[src/rtl/serial_to_parallel_rx.sv]
// serial_to_parallel_rx: rebuilds LSB-first 8-bit frames from a load strobe
// and a serial bit stream, and queues the completed bytes in a small
// first-word-fall-through FIFO behind a valid/ready port. Early loads abort
// the partial byte (frame_err); pushes into a full FIFO are dropped (overflow).
module serial_to_parallel_rx #(
    parameter int DEPTH = 4,   // output FIFO entries, power of 2, >= 2
    parameter int CNT_W = 16   // completed-frame counter width
) (
    input  logic             clk,
    input  logic             rst,
    input  logic             load,
    input  logic             serial_in,
    output logic [7:0]       out_data,
    output logic             out_valid,
    input  logic             out_ready,
    output logic             busy,
    output logic             frame_err,
    output logic             overflow,
    output logic [CNT_W-1:0] frame_cnt
);

    localparam int PTR_W = $clog2(DEPTH);
    localparam int PW    = PTR_W + 1;

    typedef enum logic {
        IDLE  = 1'b0,
        SHIFT = 1'b1
    } state_t;

    state_t         state, next_state;
    logic [2:0]     bit_cnt, next_bit_cnt;
    logic [6:0]     shift_reg;
    logic           capture;   // store serial_in into shift_reg[bit_cnt]
    logic           push;      // bit 7 arrives this cycle: byte complete
    logic           abort;     // load arrived before bit 7: drop partial byte
    logic [7:0]     push_data;

    logic [7:0]     mem [DEPTH];
    logic [PW-1:0]  wr_ptr, rd_ptr;
    logic           fifo_empty, fifo_full;
    logic           pop, do_write;

    // State register and bit counter.
    // NOTE: sequential state uses non-blocking (<=) so every flop samples the
    // pre-edge values regardless of the order blocks are evaluated in.
    always_ff @(posedge clk) begin
        if (rst) begin
            state   <= IDLE;
            bit_cnt <= 3'd0;
        end else begin
            state   <= next_state;
            bit_cnt <= next_bit_cnt;
        end
    end

    // Next-state logic: frame start, bit capture, completion and early-load restart.
    // NOTE: every signal is given a default first, so no path leaves one
    // unassigned and no latch is inferred.
    always_comb begin
        next_state   = state;
        next_bit_cnt = bit_cnt;
        capture      = 1'b0;
        push         = 1'b0;
        abort        = 1'b0;
        case (state)
            IDLE: begin
                if (load) begin
                    next_state   = SHIFT;
                    next_bit_cnt = 3'd0;
                end
            end
            SHIFT: begin
                if (bit_cnt == 3'd7) begin
                    // Last bit: byte is pushed even if a new load overlaps it.
                    push         = 1'b1;
                    next_bit_cnt = 3'd0;
                    next_state   = load ? SHIFT : IDLE;
                end else if (load) begin
                    // Early load restarts the frame; this cycle is the new load cycle.
                    abort        = 1'b1;
                    next_bit_cnt = 3'd0;
                end else begin
                    capture      = 1'b1;
                    next_bit_cnt = bit_cnt + 3'd1;
                end
            end
            default: begin
                next_state   = IDLE;
                next_bit_cnt = 3'd0;
            end
        endcase
    end

    // Shift register holding bits 0..6 of the frame in progress.
    always_ff @(posedge clk) begin
        if (rst) begin
            shift_reg <= 7'd0;
        end else if (capture) begin
            shift_reg[bit_cnt] <= serial_in;
        end
    end

    assign push_data = {serial_in, shift_reg};

    // FIFO status; pointers carry an extra wrap bit to tell full from empty.
    assign fifo_empty = (wr_ptr == rd_ptr);
    assign fifo_full  = (wr_ptr[PTR_W] != rd_ptr[PTR_W]) &&
                        (wr_ptr[PTR_W-1:0] == rd_ptr[PTR_W-1:0]);
    assign pop        = !fifo_empty && out_ready;
    // A full FIFO still accepts a byte when the head leaves in the same cycle.
    assign do_write   = push && (!fifo_full || pop);

    // FIFO storage write.
    // NOTE: the data array has no reset; the pointers alone define which
    // entries are valid, and out_data is forced to zero while empty.
    always_ff @(posedge clk) begin
        if (!rst && do_write) begin
            mem[wr_ptr[PTR_W-1:0]] <= push_data;
        end
    end

    // FIFO read/write pointers.
    always_ff @(posedge clk) begin
        if (rst) begin
            wr_ptr <= '0;
            rd_ptr <= '0;
        end else begin
            if (do_write) wr_ptr <= wr_ptr + PW'(1);
            if (pop)      rd_ptr <= rd_ptr + PW'(1);
        end
    end

    // Sticky overflow: a completed byte was dropped because the FIFO was full.
    always_ff @(posedge clk) begin
        if (rst) begin
            overflow <= 1'b0;
        end else if (push && fifo_full && !pop) begin
            overflow <= 1'b1;
        end
    end

    // Count of bytes actually stored; wraps silently.
    always_ff @(posedge clk) begin
        if (rst) begin
            frame_cnt <= '0;
        end else if (do_write) begin
            frame_cnt <= frame_cnt + CNT_W'(1);
        end
    end

    // One-cycle error pulse following an aborted frame.
    always_ff @(posedge clk) begin
        if (rst) begin
            frame_err <= 1'b0;
        end else begin
            frame_err <= abort;
        end
    end

    assign busy      = (state == SHIFT);
    assign out_valid = !fifo_empty;
    assign out_data  = fifo_empty ? 8'h00 : mem[rd_ptr[PTR_W-1:0]];

endmodule

[config.mk]
export PLATFORM = sky130hd
export DESIGN_NAME = serial_to_parallel_rx
export DESIGN_NICKNAME = d
export VERILOG_FILES = /design/src/rtl/serial_to_parallel_rx.sv
export SDC_FILE = /design/constraint.sdc
export NUM_CORES = 1
export LEC_CHECK = 0
export BUFFER_PORTS_ARGS = -buffer_cell sky130_fd_sc_hd__buf_2
export CELL_PAD_IN_SITES_DETAIL_PLACEMENT = 1
export CELL_PAD_IN_SITES_GLOBAL_PLACEMENT = 2
export CORE_UTILIZATION = 42
export DETAILED_ROUTE_END_ITERATION = 12
export PLACE_DENSITY_LB_ADDON = 0.05
export SETUP_SLACK_MARGIN = 0.02
export SLEW_MARGIN = 25
export SYNTH_ARGS = -nofsm -noshare
export SYNTH_HDL_FRONTEND = slang
export SYNTH_SLANG_ARGS = --single-unit
[constraint.sdc]
create_clock -name clk -period 4.35 [get_ports clk]
set_input_delay 0.6525 -clock clk [delete_from_list [all_inputs] [get_ports clk]]
set_output_delay 0.6525 -clock clk [all_outputs]
set_load 0.005 [all_outputs]
==> flow_metrics.tcl, run 1 <==
set metrics [dict create \
    whs_ps 483.6 \
    tightestPinTransition_ps 953.4 \
    cts-hold-fix-buffers 0 \
    io_buffer_count 32 \
    hold_class "register to register" \
    min_period_ps 2525 \
    timing.reg2reg.setup_slack_ps 2090 \
    post-place-ws_ps 1995 \
    clk_pin_slew_worst_paths_ps 70 \
    cts.path.max_buffers 2 \
    min_to "frame_cnt[15]" \
    tritoncts_clock_tree "built" \
    vdd_drop_max_mv 0.1279 \
    cts_resized 0 \
    muxShareOfSynthArea 0.07807 \
    cts.repair_timing.setup_buffer_count 0 \
    cts_made_buffers 9 \
    async_flop_share 0 \
    fin_setup_tns_ps 0 \
    io-pin-count 33 \
    worstSkewPairLatency_ps 340 \
    grt_usage 0.1804 \
    ys.warnings.count 0 \
    cp_data_required_time_ps 3700 \
    core_area_sq_mm 0.006794 \
    critical_path.startpoint_type "register" \
    synth_instances 245 \
    yosysSeqAreaShare 0.5770 \
    combinational_cell_fraction_of_total_power 0.017 \
    fmax_mhz 396.1 \
    drc_errors 0 \
    rsz0062_at_grt "false" \
    die_extent_in_x_um 85.80 \
    vias 1999 \
    largest_family_of_logic_cells_by_synthesized_area "simple AND/OR/NAND/NOR gates" \
    dpl-instance-area_sq_mm 0.003219 \
    largest_register_ff_count 32 \
    die_area_sq_mm 0.007361 \
    netSwitchingFraction 0.2144 \
    count_of_flip_flops_with_a_built_in_enable_after_synthesis 32 \
    synth_top_flop_cell "dfxtp_1" \
    globalplace.congestion 0.6842 \
    areaGrowthSynthToFinish_pct 14.89 \
    worstPathArrival_ps 1870 \
    outcome "complete, no violations" \
    htree_num_levels 3 \
    drt-wirelength-per-cell_um 15.55 \
    grt_remaining_overflow 0 \
    finalHoldViolations 0 \
    category_of_the_most_critical_setup_path "register to output pin" \
    layout_worst_path_cycle_share 0.5804 \
    postRouteWirelength_um 5956 \
    worstHoldPathCells 2 \
    total_leakage_power_nw 1.226 \
    drv_slew 0 \
    fin_worst_skew_ps 11.15 \
    synth_top_cell_by_area "edfxtp_1" \
    post_synth_and_or_nand_nor_area_fraction 0.1676 \
    synth-xor-area-share 0.02885 \
    antenna-diode-count 0 \
    post-route-cell-area_sq_mm 0.003388 \
    cts_num_sinks 69 \
    netlist_top_cells_area "edfxtp_1 (33%), dfxtp_1 (25%), mux4_2 (6.1%)" \
    hpwlAfterDp_um 4226 \
    grt_pass1_wl_um 9804 \
    mapped_avg_cell_area_sq_um 12.04 \
    via_density_per_instance 5.219 \
    synth_compound_gate_area_share 0.09504 \
    drc_violation_total_after_the_first_tritonroute_iteration 53 \
    report.final.setup_viol 0 \
    grt_pass1_vias 1935 \
    net-switching-power_uw 242.8 \
    postSynthRegisterBits 69 \
    synthesis.area_sq_mm 0.002949 \
    floorplan.initialDensity 0.4341 \
    grt_antenna_before_repair 0 \
    power_frac_clock 0.385 \
    rows 30 \
    pwr-share-seq 0.599 \
    ctsRootBufferMaster "clkbuf_8" \
    post_route_setup_slack_ps 1825 \
    cp_max_fo 8 \
    synth_adder_area_share 0.03394 \
    synth.distinct_cells 33 \
    die_span_y_um 85.80 \
    rr_worst_depth 5 \
    post_route_cells_drive_above_1_share 0.2300 \
    worst_setup_path_end_kind "output pin" \
    power_per_cell_area_mw_per_mm2 334.3 \
    min-delay-start "frame_cnt[15]" \
    worstReg2RegStart "bit_cnt[1]" \
    slew_headroom 0.3574 \
    max_cap_violations 0 \
    ant_nets_after_route 0 \
    synth.net_count 258 \
    timing.rr.end "mem[3][5]" \
    internal_portion_of_total_power_uw 889.8 \
    detail_route.first_pass.iterations 4 \
    maximum_number_of_pins_on_one_net_before_global_route_repair 39 \
    final_net_count 295 \
    netlist.area_leader.share 0.3258 \
]
metal layers:
metal  GRT usage  vias up  wire length [um]
met5           0        -                 0
met4     0.08636        0                93
met3     0.04620        7               157
met2      0.2800       27              2828
met1      0.2371      976              2877
li1            -      989                 -
critical path: stages (launching register included):
cell,delay [ps]
dfxtp_1,670
mux4_2,580
nor2b_1,140
buf_2,150
cell type report:
cell class,count,area [sq um]
clock buffer,11,135.1
tap,96,120.1
inverter,8,30.03
sequential,69,1702
clock inverter,5,27.53
timing repair buffer,33,167.7
multi-input combinational,161,1206
fill,749,3406
cell usage in the layout (no fill, tap or decap), drive strengths merged, types with 9 or more instances in the layout:
cell type   n
nand2      17
a21oi      22
dfxtp      37
clkbuf     11
nand3      11
o31ai       9
nor2b      10
edfxtp     32
buf        33
nor2       15
through the flow:
step	instances	util	total power [mW]
floorplan	245	-	0.7021
global placement	367	0.4724	0.7113
CTS	383	0.4978	1.155
detailed placement	367	0.4738	0.7119
finish	383	0.4987	1.133
global route	383	0.4987	1.183
logic make-up after synthesis:
family                     Yosys count
and+or+nand+nor                     89
adders and majority gates            8
buffers and inverters               15
DFF                                 69
xor gates and xnor gates             8
AOI/OAI and AO/OA                   43
muxes                               13
cells in the mapped netlist (5+ instances only):
cell type  number
inv_1           8
mux2i_1         5
a21oi_1        22
nor3_1          5
nand3_1        11
mux4_2          8
edfxtp_1       32
nor2b_1        10
or4_1           8
dfxtp_1        37
and2_1          5
nand2_1        17
o21ai_0         7
ha_1            8
nor2_1         15
clkbuf_1        5
o31ai_1         9
or3_1           5
worst max-delay path by stage:
stage                     slack, ps       start      endpoint
after floorplan                2250  bit_cnt[1]     mem[3][0]
final                          1830    register   out_data[1]
after CTS                      1760    register   out_data[1]
after global routing           1660   wr_ptr[1]   out_data[5]
after detailed placement       1990        load  shift_reg[6]
after global placement         1880  bit_cnt[1]     mem[3][3]
power by group through the flow:
stage | clock, mW | combinational (mW) | sequential [mW]
global route | 0.483 | 0.0219 | 0.678
floorplan | 0 | 0.0104 | 0.692
CTS | 0.458 | 0.0194 | 0.678
global placement | 0 | 0.0190 | 0.692
detailed placement | 0 | 0.0194 | 0.692
finish | 0.436 | 0.0191 | 0.678
No activity file was read; power rests on OpenSTA's default activity.
==> inputs of run 2 (changes only) <==
ABC_AREA = 1   (was default)
CORE_UTILIZATION = 32   (was 42)
clock period = 2.12 ns   (was 4.35 ns; I/O delays follow)
==> run 2 against run 1 <==
Effect of this change: via count is 31% higher; core utilization is 12 points lower; setup slack worse by 1600 ps; clock power is 110% higher; flip-flop and latch count stayed put; synthesized cell count is 56% higher; critical path depth is 4 higher; worst hold slack worse by 230 ps; critical path type is now register to register; critical endpoint is now mem[2][5].
==> flow_metrics.tcl, run 2 <==
set metrics [dict create \
    grt_antenna_before_repair 0 \
    total_power_mw 2.521 \
    die_extent_in_x_um 103.2 \
    hold_class "input pin to register" \
    min-delay-start "load" \
    ys.warnings.count 0 \
    grt_pass1_wl_um 13310 \
    hpwlAfterDp_um 5877 \
    vias 2619 \
    count_of_flip_flops_with_a_built_in_enable_after_synthesis 32 \
    ant_nets_after_route 0 \
    grt_remaining_overflow 0 \
    areaGrowthSynthToFinish_pct 15.08 \
    rr_worst_depth 7 \
    synth_compound_gate_area_share 0.09618 \
    critical_path.slowest_cell "dfxtp_1" \
    core_area_sq_mm 0.009864 \
    power_per_cell_area_mw_per_mm2 668.3 \
    synth_top_flop_cell "dfxtp_1" \
    postRouteWirelength_um 8100 \
    max_cap_violations 0 \
    drc_violation_total_after_the_first_tritonroute_iteration 93 \
    synth-xor-area-share 0.02137 \
    post_synth_most_frequent_cells "nor2_1 (71), nand2_1 (67), inv_1 (45)" \
    critical-path-max-stage-delay_ps 430 \
    largest_family_of_logic_cells_by_synthesized_area "simple AND/OR/NAND/NOR gates" \
    drt-wirelength-per-cell_um 14.44 \
    finalHoldViolations 0 \
    cts.path.max_buffers 2 \
    post_route_cells_drive_above_1_share 0.2009 \
    ctsRootBufferMaster "clkbuf_8" \
    critical_path.startpoint_type "register" \
    category_of_the_most_critical_setup_path "register to register" \
    io-pin-count 33 \
    globalplace.congestion 0.7129 \
    die_area_sq_mm 0.01065 \
    layout_worst_path_cycle_share 0.9059 \
    grt_pass1_vias 2607 \
    post_synth_and_or_nand_nor_area_fraction 0.2565 \
    fin_setup_tns_ps 0 \
    crit_family "flip-flops" \
    total_leakage_power_nw 1.503 \
    worstPathArrival_ps 1950 \
    clk_pin_slew_worst_paths_ps 80 \
    synth.distinct_cells 27 \
    drv_slew 0 \
    htree_num_levels 3 \
    drc_errors 0 \
    fin_worst_skew_ps 13.98 \
    worstPathCellList "ha_1 -> ha_1 -> nand2_1 -> a21oi_2 -> nand2_1 -> nor2_1 -> buf_4" \
    postSynthRegisterBits 69 \
    rsz0062_at_grt "false" \
    detail_route.first_pass.iterations 4 \
    layout_commonest_cell "nor2_1" \
    netlist.area_leader.share 0.2931 \
    final_net_count 436 \
    worstReg2RegStart "bit_cnt[1]" \
    rows 36 \
    via_density_per_instance 4.668 \
    outcome "complete, no violations" \
    mapped_avg_cell_area_sq_um 8.582 \
    cp_data_required_time_ps 2150 \
    yosys.cell_count.top_type "nor2_1" \
    tightestPinTransition_ps 350.3 \
    synth_adder_area_share 0.03053 \
    report.final.setup_viol 0 \
    min_period_ps 1921 \
    io_buffer_count 32 \
    maximum_number_of_pins_on_one_net_before_global_route_repair 25 \
    synth_top_cell_by_area "edfxtp_1" \
    final_cell_mix "nor2_1 (70), nand2_1 (66), inv_1 (45), dfxtp_1 (35)" \
    antenna-diode-count 0 \
    netlist_top_cells_area "edfxtp_1 (29%), dfxtp_1 (23%), nor2_1 (8.1%)" \
    fillers 1190 \
    synth.net_count 395 \
    cts_num_sinks 69 \
    slew_headroom 0.7665 \
    muxShareOfSynthArea 0 \
    tritoncts_clock_tree "built" \
    largest_register_ff_count 32 \
    floorplan.initialDensity 0.3323 \
    worstSkewPairLatency_ps 330 \
    worstHoldPathCells 3 \
    synthesis.area_sq_mm 0.003278 \
    min_to "frame_err" \
    cts_made_buffers 9 \
    cp_max_fo 8 \
    grt_usage 0.1676 \
    worst-path-buf-inv 1 \
    synth_instances 382 \
    vdd_drop_max_mv 0.2132 \
    worst_setup_path_end_kind "register" \
    fmax_mhz 520.7 \
    yosysSeqAreaShare 0.5191 \
    die_span_y_um 103.2 \
    timing.reg2reg.setup_slack_ps 200 \
    timing.rr.end "mem[2][5]" \
    async_flop_share 0 \
]
-- run 2: cell types whose count changed after synthesis, sizes merged, moves of 8 or more --
cell and delta:
inv +39, o31ai -9, or4 -8, nor2 +60, o21ai +11, mux4 -8, nor2b -10, o32ai +8
nand2 +63
-- run 2: where the power goes --
| part | internal (mW) | leakage (nW) | switching, mW | total (mW) |
|---|---|---|---|---|
| sequential | 1.40 | 0.595 | 0.0228 | 1.42 |
| combinational | 0.0757 | 0.834 | 0.126 | 0.202 |
| clock | 0.416 | 0.0744 | 0.485 | 0.901 |
-- run 2: how the worst max path moves through the flow --
| stage | end | startpoint | depth (start not counted) | slack, ps |
|---|---|---|---|---|
| finish | mem[2][5] | bit_cnt[1] | 7 | 200 |
| global placement | mem[2][1] | bit_cnt[0] | 7 | 180 |
| detailed placement | mem[2][1] | bit_cnt[0] | 7 | 160 |
| global route | mem[0][6] | bit_cnt[1] | 7 | 40 |
| floorplan | mem[0][0] | bit_cnt[0] | 6 | 170 |
| CTS | out_data[2] | wr_ptr[0] | 8 | 20 |
-- run 2: logic make-up (layout without fill, tap and decap cells) --
group / count (synthesis) / after routing
and+or+nand+nor: 189 / 189
DFF: 69 / 69
buffers and inverters: 59 / 105
AOI/OAI and AO/OA: 49 / 49
adders and majority gates: 8 / 8
xor gates and xnor gates: 8 / 8
-- run 2: per-layer routing --
| metal | track usage | wire, um | vias up |
|---|---|---|---|
| met5 | 0 | 0 | - |
| li1 | - | - | 1330 |
| met1 | 0.2355 | 4265 | 1253 |
| met4 | 0.04550 | 49 | 0 |
| met2 | 0.2621 | 3595 | 32 |
| met3 | 0.03562 | 190 | 4 |
-- run 2: what timing repair did --
action / 4_1_cts / 5_1_grt
hold buffers: 0 / 0
endpoints found under the hold margin: 0 / 0
resized for setup: 0 / 4
setup buffers: 0 / 0
setup endpoints to repair: 0 / 25
-- run 2: through the flow --
stage | hold slack (ps) | worst slack [ps] | utilization | area [sq um] | std cells
detailed placement | 455.3 | 162.0 | 0.3656 | 3606 | 545
floorplan | 416.9 | 167.2 | - | 3278 | 382
global placement | 445.6 | 182.7 | 0.3656 | 3606 | 545
CTS | 246.6 | 22.88 | 0.3817 | 3765 | 561
global route | 282.3 | 42.40 | 0.3824 | 3772 | 561
finish | 256.7 | 199.4 | 0.3824 | 3772 | 561
-- run 2: area by class of cell --
class | count | area, sq um | area share
multi-input combinational | 254 | 1331 | 0.3529
sequential | 69 | 1704 | 0.4517
tap | 133 | 166.4 | 0.04411
clock inverter | 5 | 27.53 | 0.007297
clock buffer | 11 | 131.4 | 0.03483
timing repair buffer | 42 | 235.2 | 0.06235
inverter | 47 | 176.4 | 0.04677
-- run 2: worst register-to-register path, stage by stage, from the launching register on --
cell     delay, ps
dfxtp_1        430
ha_1           190
ha_1           170
nand2_1        190
a21oi_2        220
nand2_1        130
nor2_1         110
buf_4          190
==> inputs of run 3 (changes only) <==
ABC_AREA = default   (was 1)
CORE_UTILIZATION = 35   (was 32)
==> run 3 against run 2 <==
Effect of this change: sequential power about the same; die area decreased by 17%; fmax is 3.4% lower; clock power grew 27%; combinational power down 78%; critical path depth fell by 3; worst hold slack got worse by 28 ps; wire length fell by 20%; clock skew down 6.2 ps; largest power group unchanged; global-route usage shrank 0.56 points; final area fell by 3.4%.
==> flow_metrics.tcl, run 3 (same netlist as run 1, synthesis figures left out) <==
set metrics [dict create \
    cts-hold-fix-buffers 0 \
    min_period_ps 1989 \
    critical-path-max-stage-delay_ps 540 \
    post_route_cells_drive_above_1_share 0.2876 \
    areaGrowthSynthToFinish_pct 23.50 \
    worstPathCellList "buf_4 -> mux4_2 -> nor2b_1 -> buf_2" \
    ant_nets_after_route 0 \
    antenna-diode-count 0 \
    core_area_sq_mm 0.008175 \
    cp_max_fo 8 \
    cts_num_sinks 69 \
    postRouteWirelength_um 6466 \
    hold_class "input pin to register" \
    post-route-cell-area_sq_mm 0.003642 \
    worstPathArrival_ps 1670 \
    worst_setup_path_end_kind "output pin" \
    whs_ps 228.7 \
    largest_register_ff_count 32 \
    drv_slew 0 \
    worstSkewPairLatency_ps 340 \
    detail_route.first_pass.iterations 4 \
    layout_commonest_cell "dfxtp_1" \
    final_net_count 314 \
    tritoncts_clock_tree "built" \
    post_layout_nonfiller_instances 411 \
    number_of_cells_in_the_design_after_placement 394 \
    fin_setup_tns_ps 0 \
    drc_errors 0 \
    slew_headroom 0.5549 \
    die_span_y_um 93.79 \
    hpwlAfterDp_um 4530 \
    io_buffer_count 32 \
    grt_usage 0.1621 \
    clk_pin_slew_worst_paths_ps 80 \
    category_of_the_most_critical_setup_path "register to output pin" \
    grt_pass1_vias 2090 \
    cp_data_required_time_ps 1800 \
    vias 2104 \
    die_area_sq_mm 0.008797 \
    finalHoldViolations 0 \
    cts.path.max_buffers 2 \
    total_power_mw 2.575 \
    vdd_drop_max_mv 0.2664 \
    grt_antenna_before_repair 0 \
    post-place-ws_ps 15.16 \
    layout_worst_path_cycle_share 0.9381 \
    grt_pass1_wl_um 10610 \
    ctsRootBufferMaster "clkbuf_8" \
    outcome "complete, no violations" \
    drc_violation_total_after_the_first_tritonroute_iteration 65 \
    critical_path.slowest_cell "mux4_2" \
    fillers 899 \
    cts_made_buffers 9 \
    grt_remaining_overflow 0 \
    final_cell_mix "dfxtp_1 (35), buf_2 (32), edfxtp_1 (32), a21oi_1 (22), buf_4 (18)" \
    io-pin-count 33 \
    finish.utilization 0.4455 \
    report.final.setup_viol 0 \
    floorplan.initialDensity 0.3607 \
    power_per_cell_area_mw_per_mm2 707.1 \
    rsz0062_at_grt "false" \
    die_extent_in_x_um 93.79 \
    post_route_setup_slack_ps 131.2 \
    fmax_mhz 502.8 \
    total_leakage_power_nw 1.348 \
    rows 33 \
    via_density_per_instance 5.119 \
    maximum_number_of_pins_on_one_net_before_global_route_repair 24 \
    dpl-instance-area_sq_mm 0.003400 \
    critical_path.startpoint_type "register" \
    drt-wirelength-per-cell_um 15.73 \
    max_cap_violations 0 \
    globalplace.congestion 0.6591 \
    tightestPinTransition_ps 662.7 \
    fin_worst_skew_ps 7.729 \
    htree_num_levels 3 \
]
[run 3: final timing paths]
kind / slack, ps / cells after the start / endpoint / from
worst min register to register: 490 / 2 / overflow / overflow
worst max register to register: 160 / 6 / frame_cnt[15] / bit_cnt[1]
worst max-delay path: 130 / 4 / out_data[6] / register
worst min-delay path: 230 / 2 / bit_cnt[0] / load
[run 3: layer usage]
metal / vias to the layer above / share of wire / global-route usage
met3: 8 / 0.030 / 0.03641
met2: 27 / 0.45 / 0.2348
met5: - / 0 / 0
li1: 1036 / - / -
met1: 1033 / 0.50 / 0.2293
met4: 0 / 0.016 / 0.07308
[run 3: critical path, delay by kind of cell, from the launching register on]
family	cells	cell delay [ps]
buffers and inverters	2	330
and+or+nand+nor	1	140
DFF	1	320
muxes	1	540
[run 3: what timing repair did]
item / in CTS / in global routing
resized for setup: 1 / 5
endpoints found under the setup margin: 4 / 41
pin swaps: 1 / 0
buffers inserted: 0 / 1
[run 3: report_power, final]
| group | internal [mW] | switching [mW] |
|---|---|---|
| logic | 0.0139 | 0.0303 |
| registers | 1.38 | 0.00497 |
| clock network | 0.572 | 0.570 |
| total | 1.97 | 0.606 |
[run 3: layout make-up]
| class | count | area, sq um | area share |
|---|---|---|---|
| sequential | 69 | 1707 | 0.4686 |
| multi-input combinational | 161 | 1229 | 0.3373 |
| clock inverter | 7 | 86.33 | 0.02370 |
| inverter | 8 | 30.03 | 0.008245 |
| timing repair buffer | 52 | 335.3 | 0.09206 |
| clock buffer | 9 | 123.9 | 0.03401 |
| tap | 105 | 131.4 | 0.03607 |
